## config.mk

```make
export PLATFORM = sky130hd
export DESIGN_NAME = pdl_meas
export DESIGN_NICKNAME = d
export VERILOG_FILES = /design/src/rtl/pdl_meas.sv
export SDC_FILE = /design/constraint.sdc
export NUM_CORES = 1
export LEC_CHECK = 0
export CAP_MARGIN = 20
export CORE_MARGIN = 3
export CORE_UTILIZATION = 30
export CTS_CLUSTER_SIZE = 40
export DETAILED_ROUTE_END_ITERATION = 8
export GPL_ROUTABILITY_DRIVEN = 0
export MAX_ROUTING_LAYER = met4
export PLACE_DENSITY_LB_ADDON = 0.12
export SETUP_SLACK_MARGIN = 0.2
export SYNTH_ARGS = -nofsm -noshare
export SYNTH_HDL_FRONTEND = slang
export SYNTH_SLANG_ARGS = --single-unit
```

## constraint.sdc

```tcl
create_clock -name clk -period 4.7 [get_ports clk]
set_input_delay 0.94 -clock clk [delete_from_list [all_inputs] [get_ports clk]]
set_output_delay 0.94 -clock clk [all_outputs]
set_load 0.02 [all_outputs]
```

## src/rtl/pdl_meas.sv

```systemverilog
// pdl_meas: pulse delay/width measurement unit.
// Measures, in clk cycles, trigger-rise to pulse-rise delay and pulse high time.
// Both async inputs go through identical 2-FF synchronisers, so the sync
// latency cancels out of both measurements.
module pdl_meas #(
  parameter int unsigned N       = 32,
  parameter int unsigned TIMEOUT = 0
) (
  input  logic         clk,
  input  logic         reset_n,
  input  logic         enable,
  input  logic         trigger,
  input  logic         pulse_in,
  output logic [N-1:0] dl_meas,
  output logic [N-1:0] wb_meas,
  output logic         meas_valid,
  output logic         timeout_err,
  output logic         busy
);

  typedef enum logic [1:0] {
    IDLE  = 2'd0,
    DELAY = 2'd1,
    WIDTH = 2'd2
  } state_e;

  localparam logic [N-1:0] CNT_ONE = N'(1);
  localparam logic [N-1:0] CNT_MAX = '1;
  localparam logic [N-1:0] TO_VAL  = N'(TIMEOUT);
  localparam bit           TO_EN   = (TIMEOUT != 0);

  state_e       state_q, state_d;
  logic         trig_s1_q, trig_s2_q;
  logic         pulse_s1_q, pulse_s2_q;
  logic [N-1:0] dcnt_q, dcnt_d;
  logic [N-1:0] wcnt_q, wcnt_d;
  logic [N-1:0] dl_reg_q, dl_reg_d;
  logic [N-1:0] dl_meas_q, dl_meas_d;
  logic [N-1:0] wb_meas_q, wb_meas_d;
  logic         meas_valid_q, meas_valid_d;
  logic         timeout_err_q, timeout_err_d;
  logic         busy_q, busy_d;

  logic trig_rise;
  logic pulse_rise;
  logic pulse_fall;

  // Two-stage synchronisers for the asynchronous trigger and pulse inputs.
  // NOTE: sequential state uses non-blocking (<=) so every flop samples the
  // pre-edge value of its neighbours; blocking here would collapse the chain.
  always_ff @(posedge clk or negedge reset_n) begin
    if (!reset_n) begin
      trig_s1_q  <= 1'b0;
      trig_s2_q  <= 1'b0;
      pulse_s1_q <= 1'b0;
      pulse_s2_q <= 1'b0;
    end else begin
      trig_s1_q  <= trigger;
      trig_s2_q  <= trig_s1_q;
      pulse_s1_q <= pulse_in;
      pulse_s2_q <= pulse_s1_q;
    end
  end

  assign trig_rise  = trig_s1_q & ~trig_s2_q;
  assign pulse_rise = pulse_s1_q & ~pulse_s2_q;
  assign pulse_fall = pulse_s2_q & ~pulse_s1_q;

  // Next-state logic: phase sequencing, saturating counters, result capture.
  // NOTE: every signal gets its hold/default value first so no path through
  // the case leaves it unassigned, which would otherwise infer a latch.
  always_comb begin
    state_d       = state_q;
    dcnt_d        = dcnt_q;
    wcnt_d        = wcnt_q;
    dl_reg_d      = dl_reg_q;
    dl_meas_d     = dl_meas_q;
    wb_meas_d     = wb_meas_q;
    meas_valid_d  = 1'b0;
    timeout_err_d = 1'b0;

    unique case (state_q)
      IDLE: begin
        // A pulse rise coinciding with the accepted trigger is not looked at.
        if (enable && trig_rise) begin
          state_d = DELAY;
          dcnt_d  = CNT_ONE;
        end
      end
      DELAY: begin
        if (!enable) begin
          state_d = IDLE;
        end else if (pulse_rise) begin
          dl_reg_d = dcnt_q;
          wcnt_d   = CNT_ONE;
          state_d  = WIDTH;
        end else if (TO_EN && (dcnt_q == TO_VAL)) begin
          timeout_err_d = 1'b1;
          state_d       = IDLE;
        end else if (dcnt_q != CNT_MAX) begin
          dcnt_d = dcnt_q + CNT_ONE;
        end
      end
      WIDTH: begin
        if (!enable) begin
          state_d = IDLE;
        end else if (pulse_fall) begin
          dl_meas_d    = dl_reg_q;
          wb_meas_d    = wcnt_q;
          meas_valid_d = 1'b1;
          state_d      = IDLE;
        end else if (TO_EN && (wcnt_q == TO_VAL)) begin
          timeout_err_d = 1'b1;
          state_d       = IDLE;
        end else if (wcnt_q != CNT_MAX) begin
          wcnt_d = wcnt_q + CNT_ONE;
        end
      end
      default: state_d = IDLE;
    endcase

    busy_d = (state_d != IDLE);
  end

  // State, counter and registered-output update.
  always_ff @(posedge clk or negedge reset_n) begin
    if (!reset_n) begin
      state_q       <= IDLE;
      dcnt_q        <= '0;
      wcnt_q        <= '0;
      dl_reg_q      <= '0;
      dl_meas_q     <= '0;
      wb_meas_q     <= '0;
      meas_valid_q  <= 1'b0;
      timeout_err_q <= 1'b0;
      busy_q        <= 1'b0;
    end else begin
      state_q       <= state_d;
      dcnt_q        <= dcnt_d;
      wcnt_q        <= wcnt_d;
      dl_reg_q      <= dl_reg_d;
      dl_meas_q     <= dl_meas_d;
      wb_meas_q     <= wb_meas_d;
      meas_valid_q  <= meas_valid_d;
      timeout_err_q <= timeout_err_d;
      busy_q        <= busy_d;
    end
  end

  assign dl_meas     = dl_meas_q;
  assign wb_meas     = wb_meas_q;
  assign meas_valid  = meas_valid_q;
  assign timeout_err = timeout_err_q;
  assign busy        = busy_q;

endmodule

```

# --- After elaboration in Yosys (flattened, before gate mapping) ---
# Index checks and enable logic that the tools add are counted.
op_classes:
  addsub: 2
  n_eq_ne: 12
  n_mux: 20
  n_bitwise: 6
  reduce_logical: 9
op_table:
  columns: ["cell", "n"]
  rows:
  - ["32-bit two-way mux", 9]
  - ["32-bit one-hot mux with 2 select lines", 2]
  - ["32-bit by 1-bit adder with 32-bit output, second input constant", 2]
  - ["32-bit != test, second input constant", 2]
  - ["2-bit != test, second input constant", 8]
  - ["2-bit two-way mux", 5]
  - ["2-bit one-hot mux with 3 select lines", 1]
  - ["3-bit AND reduction", 2]
  - ["6-bit AND reduction", 1]
  - ["2-bit nonzero test", 3]
  - ["5-bit AND reduction", 1]
  - ["1-bit AND", 3]
  - ["1-bit two-way mux", 3]
  - ["1-bit inverter", 3]
  - ["2-bit by 1-bit == test with 1-bit output, second input constant", 1]
  - ["2-bit == test, second input constant", 1]
  - ["2-bit logical NOT", 1]
  - ["1-bit logical AND", 1]
word_totals:
  reg_bits: 168
  input_bits: 5
  out_inout_bits: 67

# --- Longest topological paths before layout ---
# Gate-level depths: netlist (run 1).
logic_depth:
  depth_word: 6
  mapped_depth: 8
  depth_no_buf: 6

# --- Least setup slack after synthesis (run 1) ---
# Ideal clock, no wire load.
synth_path:
  kind: "input-to-reg"
  from: "input port enable"
  to: "register wcnt_q[22]"
  arrival_ps: 2306
  required_ps: 4622
  path_slack_ps: 2317
  stages: 6
  n_path_buf: 2
  cell_sequence: "buf_4 inv_1 or4_4 buf_6 or4_1 a21oi_1"
synth_via:
  elab_chain_len: 2
  word_cells_on_any_way: 3
synth_lines:
  columns: ["element", "line_no", "text"]
  rows:
  - ["start: declaration", "11", "input logic enable,"]
  - ["2-bit != test (no line)", null, null]
  - ["6-bit AND reduction (no line) *", null, null]
  - ["end signal: assignment", "140", "wcnt_q <= wcnt_d;"]
  - ["end: declaration", "36", "logic [N-1:0] wcnt_q, wcnt_d;"]
# Mark *: on every way between the ends. The rest lies on a longest branch, timed or not.
# A chain may end at the register's enable or synchronous reset.

# --- Worst setup path in the final report (run 1) ---
layout_path:
  from: "input port enable"
  to: "register wcnt_q[13]"
# The elaborated chain is that of the path after synthesis.

==> results.cfg, run 1 <==
[floorplan]
dieHeight_um = 165
ioPinCount = 72
fp.dieW_um = 165
num_rows = 57
start_util = 0.309
core_area_mm2 = 0.0246
die_area_mm2 = 0.0273

[drt]
drt_iter0_markers = 324
drt_wl_total_um = 18400
vias = 5789
ant_nets = 0
wl_per_cell_um = 16.3
via_per_inst = 5.13
dr.pass1.iters = 5
route.detailed.drc = 0

[finish]
final_common_cell = dfrtp_1
layout-drive-gt1-share = 0.154
nFillCells = 2459
synthToLayoutAreaGrowth_pct = 21.7
fin_cells = 1128
regArea_mm2 = 0.00420
layout_common_cells = dfrtp_1, nand2_1, clkdlybuf4s50_1
diodes = 0
multi_input_area_mm2 = 0.00315
layout.nets = 798

[placed_design]
dp_hpwl_um = 12500
place_ws_ps = 1190
place_inst = 1095
io_buffer_count = 70

[worst_setup_path]
worst_r2r_endpoint = wcnt_q[3]
rr_worst_depth = 5
critPathKind = input port to flop
cp-end-kind = flop
critPathMostFrequentCell = nand2_1
cp.arrival_ps = 3430
cp_max_fo = 21
critPathLaunchType = input port
slowest_delay_ps = 910
rr_startpoint = pulse_s1_q
cp.required_ps = 5020
crit_chain = clkdlybuf4s50_1 > inv_1 > or3_1 > buf_4 > nand2_1 > a31o_2 > nand2_1
reg2reg_slack_ps = 1870
slowest_stage = clkdlybuf4s50_1

[synth]
synth_warnings = 0
ys_seq_elements = 168
synth-edff-count = 0
yosysUniqueCellTypes = 54
syn_inst = 734
synth_simple_gate_area_frac = 0.197
synthAdderAreaFrac = 0.00330
ys_top_cells_by_area = dfrtp_1, mux2_2, nand2_1
synth_fp_nets = 741
synth_top_area_share = 0.554
ys.flop_type = dfrtp_1
synth_xor_area_frac = 0
synthMuxAreaShare = 0.0903
syn-mean-instance-area_um2 = 10.3
synth_compound_area_frac = 0.120
ys_seq_area_frac = 0.554
netlist_area_mm2 = 0.00759
synth_top_family_by_area = simple AND/OR/NAND/NOR gates
synth_area_leader_cell = dfrtp_1
synthArstFlopShare = 1.00

[worst_hold_path]
hold_class = flop to flop
hold_path.startpoint = trig_s1_q
worstHoldPathCells = 0
hold_end = trig_s2_q

[power]
clkPwrFrac = 0.459
p_per_area_mw_per_mm2 = 351
seq_power_share = 0.484
power_switching_uw = 804
p_int_uw = 2440
vdd_ir_drop_max_uv = 193
combPwrFrac = 0.057
p_leak_uw = 0.00405
swShare = 0.248
total_power_uw = 3240

[grt]
grt_start_max_net_pins = 83
overflow = 0
grt_pass1_vias = 5673
grt_first_pass_wirelength_um = 30700
antenna_found_initial = 0
grt_usage = 0.146

[timing]
grt_setup_unrepaired = no
maxSlewViolCount = 0
period_minus_slack_ps = 3110
setup_tns_ps = 0
setup_ws_ps = 1590
skew_ps = 10.1
worst_slew_pin_slew_ps = 1040
fmax_ghz = 0.322
finalCritPeriodShare = 0.661
final-setup-viol-count = 0
slew_headroom = 0.298
final_hold_viol_count = 0
worst_hold_slack_ps = 424

[clocking]
cts_setup_buffers = 0
cts-resized-gates = 0
cts_buffers = 17
cts_hold_buf = 0
cts-root-buf = clkbuf_16
clock-sinks = 168
clock_latency_ps = 430
cts_buffer_depth = 2
htreeDepth = 4
clk_pin_slew_ps = 70
cts_tree = built

[flow_run]
cap_violations = 0

[outcome]
status = finished, final reports clean
-- critical path, delay by kind of cell --
kind	cells	cell delay, ps
buf+inv	3	1480
simple gates	3	890
compound gates	1	90
-- cell usage after synthesis (6+ instances only) --
master	instances
or3_1	17
mux2_2	60
a21oi_1	31
o31ai_1	24
inv_1	13
nand4_1	27
clkbuf_1	27
a31oi_1	6
or4_1	16
nor3_1	12
nand2b_1	7
o41ai_1	6
nand2_1	137
dfrtp_1	168
nor4_1	9
o21ai_0	53
buf_1	6
and3_1	9
nor2_1	19
nand3_1	25
-- stage by stage --
stage | utilization | area, um^2
after floorplan | - | 7590
after CTS | 0.375 | 9240
after global placement | 0.350 | 8610
final | 0.376 | 9240
after global routing | 0.376 | 9240
after detailed placement | 0.350 | 8610
-- flip-flops by register name (all words and copies together) (netlist names) --
signal      flops
meas_valid      1
dcnt_q         32
dl_meas        32
trig_s1_q       1
pulse_s1_q      1
wcnt_q         32
wb_meas        32
busy            1
trig_s2_q       1
pulse_s2_q      1
dl_reg_q       32
state_q         2
-- power groups by stage --
stage               clock network (uW)  logic, uW  registers [uW]
global route                      1600        214            1580
CTS                               1530        190            1570
finish                            1490        186            1570
global placement                     0        184            1590
floorplan                            0       96.2            1590
detailed placement                   0        189            1600
-- routing by layer --
layer | track usage | part of all wire | vias up
met1 | 0.199 | 0.48 | 2876
met4 | 0.0450 | 0.013 | 0
met2 | 0.223 | 0.47 | 116
met3 | 0.0237 | 0.035 | 17
li1 | - | - | 2780
met5 | - | 0 | -
-- cells by family after synthesis --
kind of cell,Yosys count
simple gates,299
fa+ha+maj,2
mux,61
compound gates,145
other cells,1
flops,168
buf+inv,58
-- worst max-delay path by stage --
stage / startpoint / to / depth (start not counted)
finish: enable / wcnt_q[13] / 7
global route: enable / wcnt_q[13] / 7
CTS: dcnt_q[0] / dcnt_q[27] / 7
detailed placement: enable / wcnt_q[13] / 7
global placement: enable / wcnt_q[13] / 7
floorplan: enable / wcnt_q[22] / 6
-- final cells by class --
class                   instances  share of cell area
repair buffers                 83              0.0878
well taps                     324              0.0439
clock inverters                14              0.0202
flip-flops and latches        168               0.455
inverters                      13             0.00528
clock buffers                  18              0.0475
multi-input cells             508               0.341
Power figures use the tool's default switching activity.
==> inputs of run 2 (changes only) <==
==> constraint.sdc (replaced) <==
create_clock -name clk -period 2.75 [get_ports clk]
set_input_delay 0.55 -clock clk [delete_from_list [all_inputs] [get_ports clk]]
set_output_delay 0.55 -clock clk [all_outputs]
set_load 0.02 [all_outputs]
==> run 2 against run 1 <==
Clock power increased by 81%. First-iteration DRC count up 19%. Hold slack worse by 340 ps. Global-route usage up 0.29 points. Critical path type is now flop to flop. Critical endpoint is now wcnt_q[30]. Count of clock-buffer cells in the layout up 1. Clock skew rose by 2.0 ps. Register-to-register slack worse by 1600 ps. Core utilization up 1.1 points. Sequential power is 71% higher. Power rose by 76%. Critical path depth fell by 1.
==> results.cfg, run 2 (synthesis gave the netlist of run 1 again) <==
[clocking]
clock_latency_ps = 430
cts_hold_buf = 0
clk_pin_slew_ps = 70
htreeDepth = 4
cts_buffers = 17
cts-root-buf = clkbuf_16
clock-sinks = 168
cts_buffer_depth = 2
cts_tree = built

[outcome]
status = finished, final reports clean

[timing]
maxSlewViolCount = 0
finalCritPeriodShare = 0.888
final-setup-viol-count = 0
worst_slew_pin_slew_ps = 626
skew_ps = 12.0
period_minus_slack_ps = 2440
final_hold_viol_count = 0
fmax_ghz = 0.410
setup_tns_ps = 0
grt_setup_unrepaired = no
slew_headroom = 0.579

[power]
p_per_area_mw_per_mm2 = 600
vdd_ir_drop_max_uv = 325
p_leak_uw = 0.00420
combPwrFrac = 0.059
seq_power_share = 0.468
p_int_uw = 4380
total_power_uw = 5710
swShare = 0.234
clkPwrFrac = 0.473
power_switching_uw = 1340

[floorplan]
ioPinCount = 72
core_area_mm2 = 0.0246
num_rows = 57
fp.dieW_um = 165
start_util = 0.309
die_area_mm2 = 0.0273
dieHeight_um = 165

[finish]
layout.nets = 823
final_common_cell = dfrtp_1
layout_common_cells = dfrtp_1, nand2_1, clkdlybuf4s50_1
layout-drive-gt1-share = 0.183
synthToLayoutAreaGrowth_pct = 25.3
diodes = 0

[worst_setup_path]
cp.arrival_ps = 2790
reg2reg_slack_ps = 310
critPathLaunchType = flop
slowest_stage = or4_4
cp_max_fo = 12
cp.required_ps = 3100
crit_chain = ha_2 > nand3_1 > or4_4 > or4_4 > or4_1 > a21oi_1
slowest_delay_ps = 510
critPathKind = flop to flop
critPathMostFrequentCell = or4_4
cp-end-kind = flop

[drt]
via_per_inst = 5.14
drt_iter0_markers = 384
route.detailed.drc = 0
vias = 5924
ant_nets = 0
drt_wl_total_um = 18800
wl_per_cell_um = 16.3
dr.pass1.iters = 5

[placed_design]
dp_hpwl_um = 13100
io_buffer_count = 70

[grt]
antenna_found_initial = 0
grt_usage = 0.148
grt_start_max_net_pins = 61
grt_pass1_vias = 6018
overflow = 0
grt_first_pass_wirelength_um = 31500

[worst_hold_path]
hold_class = input port to async pin

[flow_run]
cap_violations = 0
-- run 2: changes by cell type in the layout (fill, tap and decap cells not counted), sizes merged --
cell and change:
clkinvlp +1, bufinv +2, inv -3, buf +24, clkinv -1, clkbuf +2
-- run 2: through the flow --
stage          hold WS [ps]  instance area, um^2  setup WS [ps]  utilization  instances
2_1_floorplan           254                 7590            495            -        734
3_3_place_gp            362                 8810            232        0.358       1118
3_5_place_dp            363                 8810            237        0.358       1118
4_1_cts                 121                 9480            243        0.385       1150
5_1_grt                 129                 9510            194        0.387       1153
6_report               88.3                 9510            309        0.387       1153
-- run 2: routing by layer --
metal | wire, um | track usage | share of wire
met5 | 0 | - | 0
met4 | 238 | 0.0442 | 0.013
met3 | 727 | 0.0294 | 0.039
met2 | 8850 | 0.228 | 0.47
met1 | 9010 | 0.200 | 0.48
-- run 2: power groups by stage --
stage          clock (uW)  sequential, uW  combinational [uW]
4_1_cts              2780            2670                 338
3_5_place_dp            0            2720                 337
3_3_place_gp            0            2720                 330
5_1_grt              2890            2690                 382
2_1_floorplan           0            2710                 164
6_report             2700            2680                 334
-- run 2: final timing paths --
path	cells after the start	to	startpoint
setup / recovery	6	wcnt_q[30]	wcnt_q[0]
hold / removal	1	wb_meas[28]	reset_n
max in group asynchronous	3	dcnt_q[30]	reset_n
hold reg to reg	0	trig_s2_q	trig_s1_q
min in group clk	0	trig_s2_q	trig_s1_q
setup reg to reg	6	wcnt_q[30]	wcnt_q[0]
-- run 2: repair_timing --
item,CTS,global route
setup endpoints to repair,0,32
buffers inserted,0,2
gates resized for setup,0,6
hold endpoints to repair,0,0
-- run 2: cell type report --
type / count / area [um^2]
inverter: 13 / 48.8
sequential: 168 / 4210
clock buffer: 19 / 453
fill: 2442 / 15100
clock inverter: 13 / 216
multi-input combinational: 508 / 3150
tap: 324 / 405
timing repair buffer: 108 / 1030
-- run 2: critical path, delay by kind of cell, from the launching register on --
| family | cells | cell delay, ps |
|---|---|---|
| AND/OR/NAND/NOR | 4 | 1560 |
| adder cells (fa/ha/maj) | 1 | 240 |
| flip-flops | 1 | 420 |
| AO/OA/AOI/OAI | 1 | 150 |
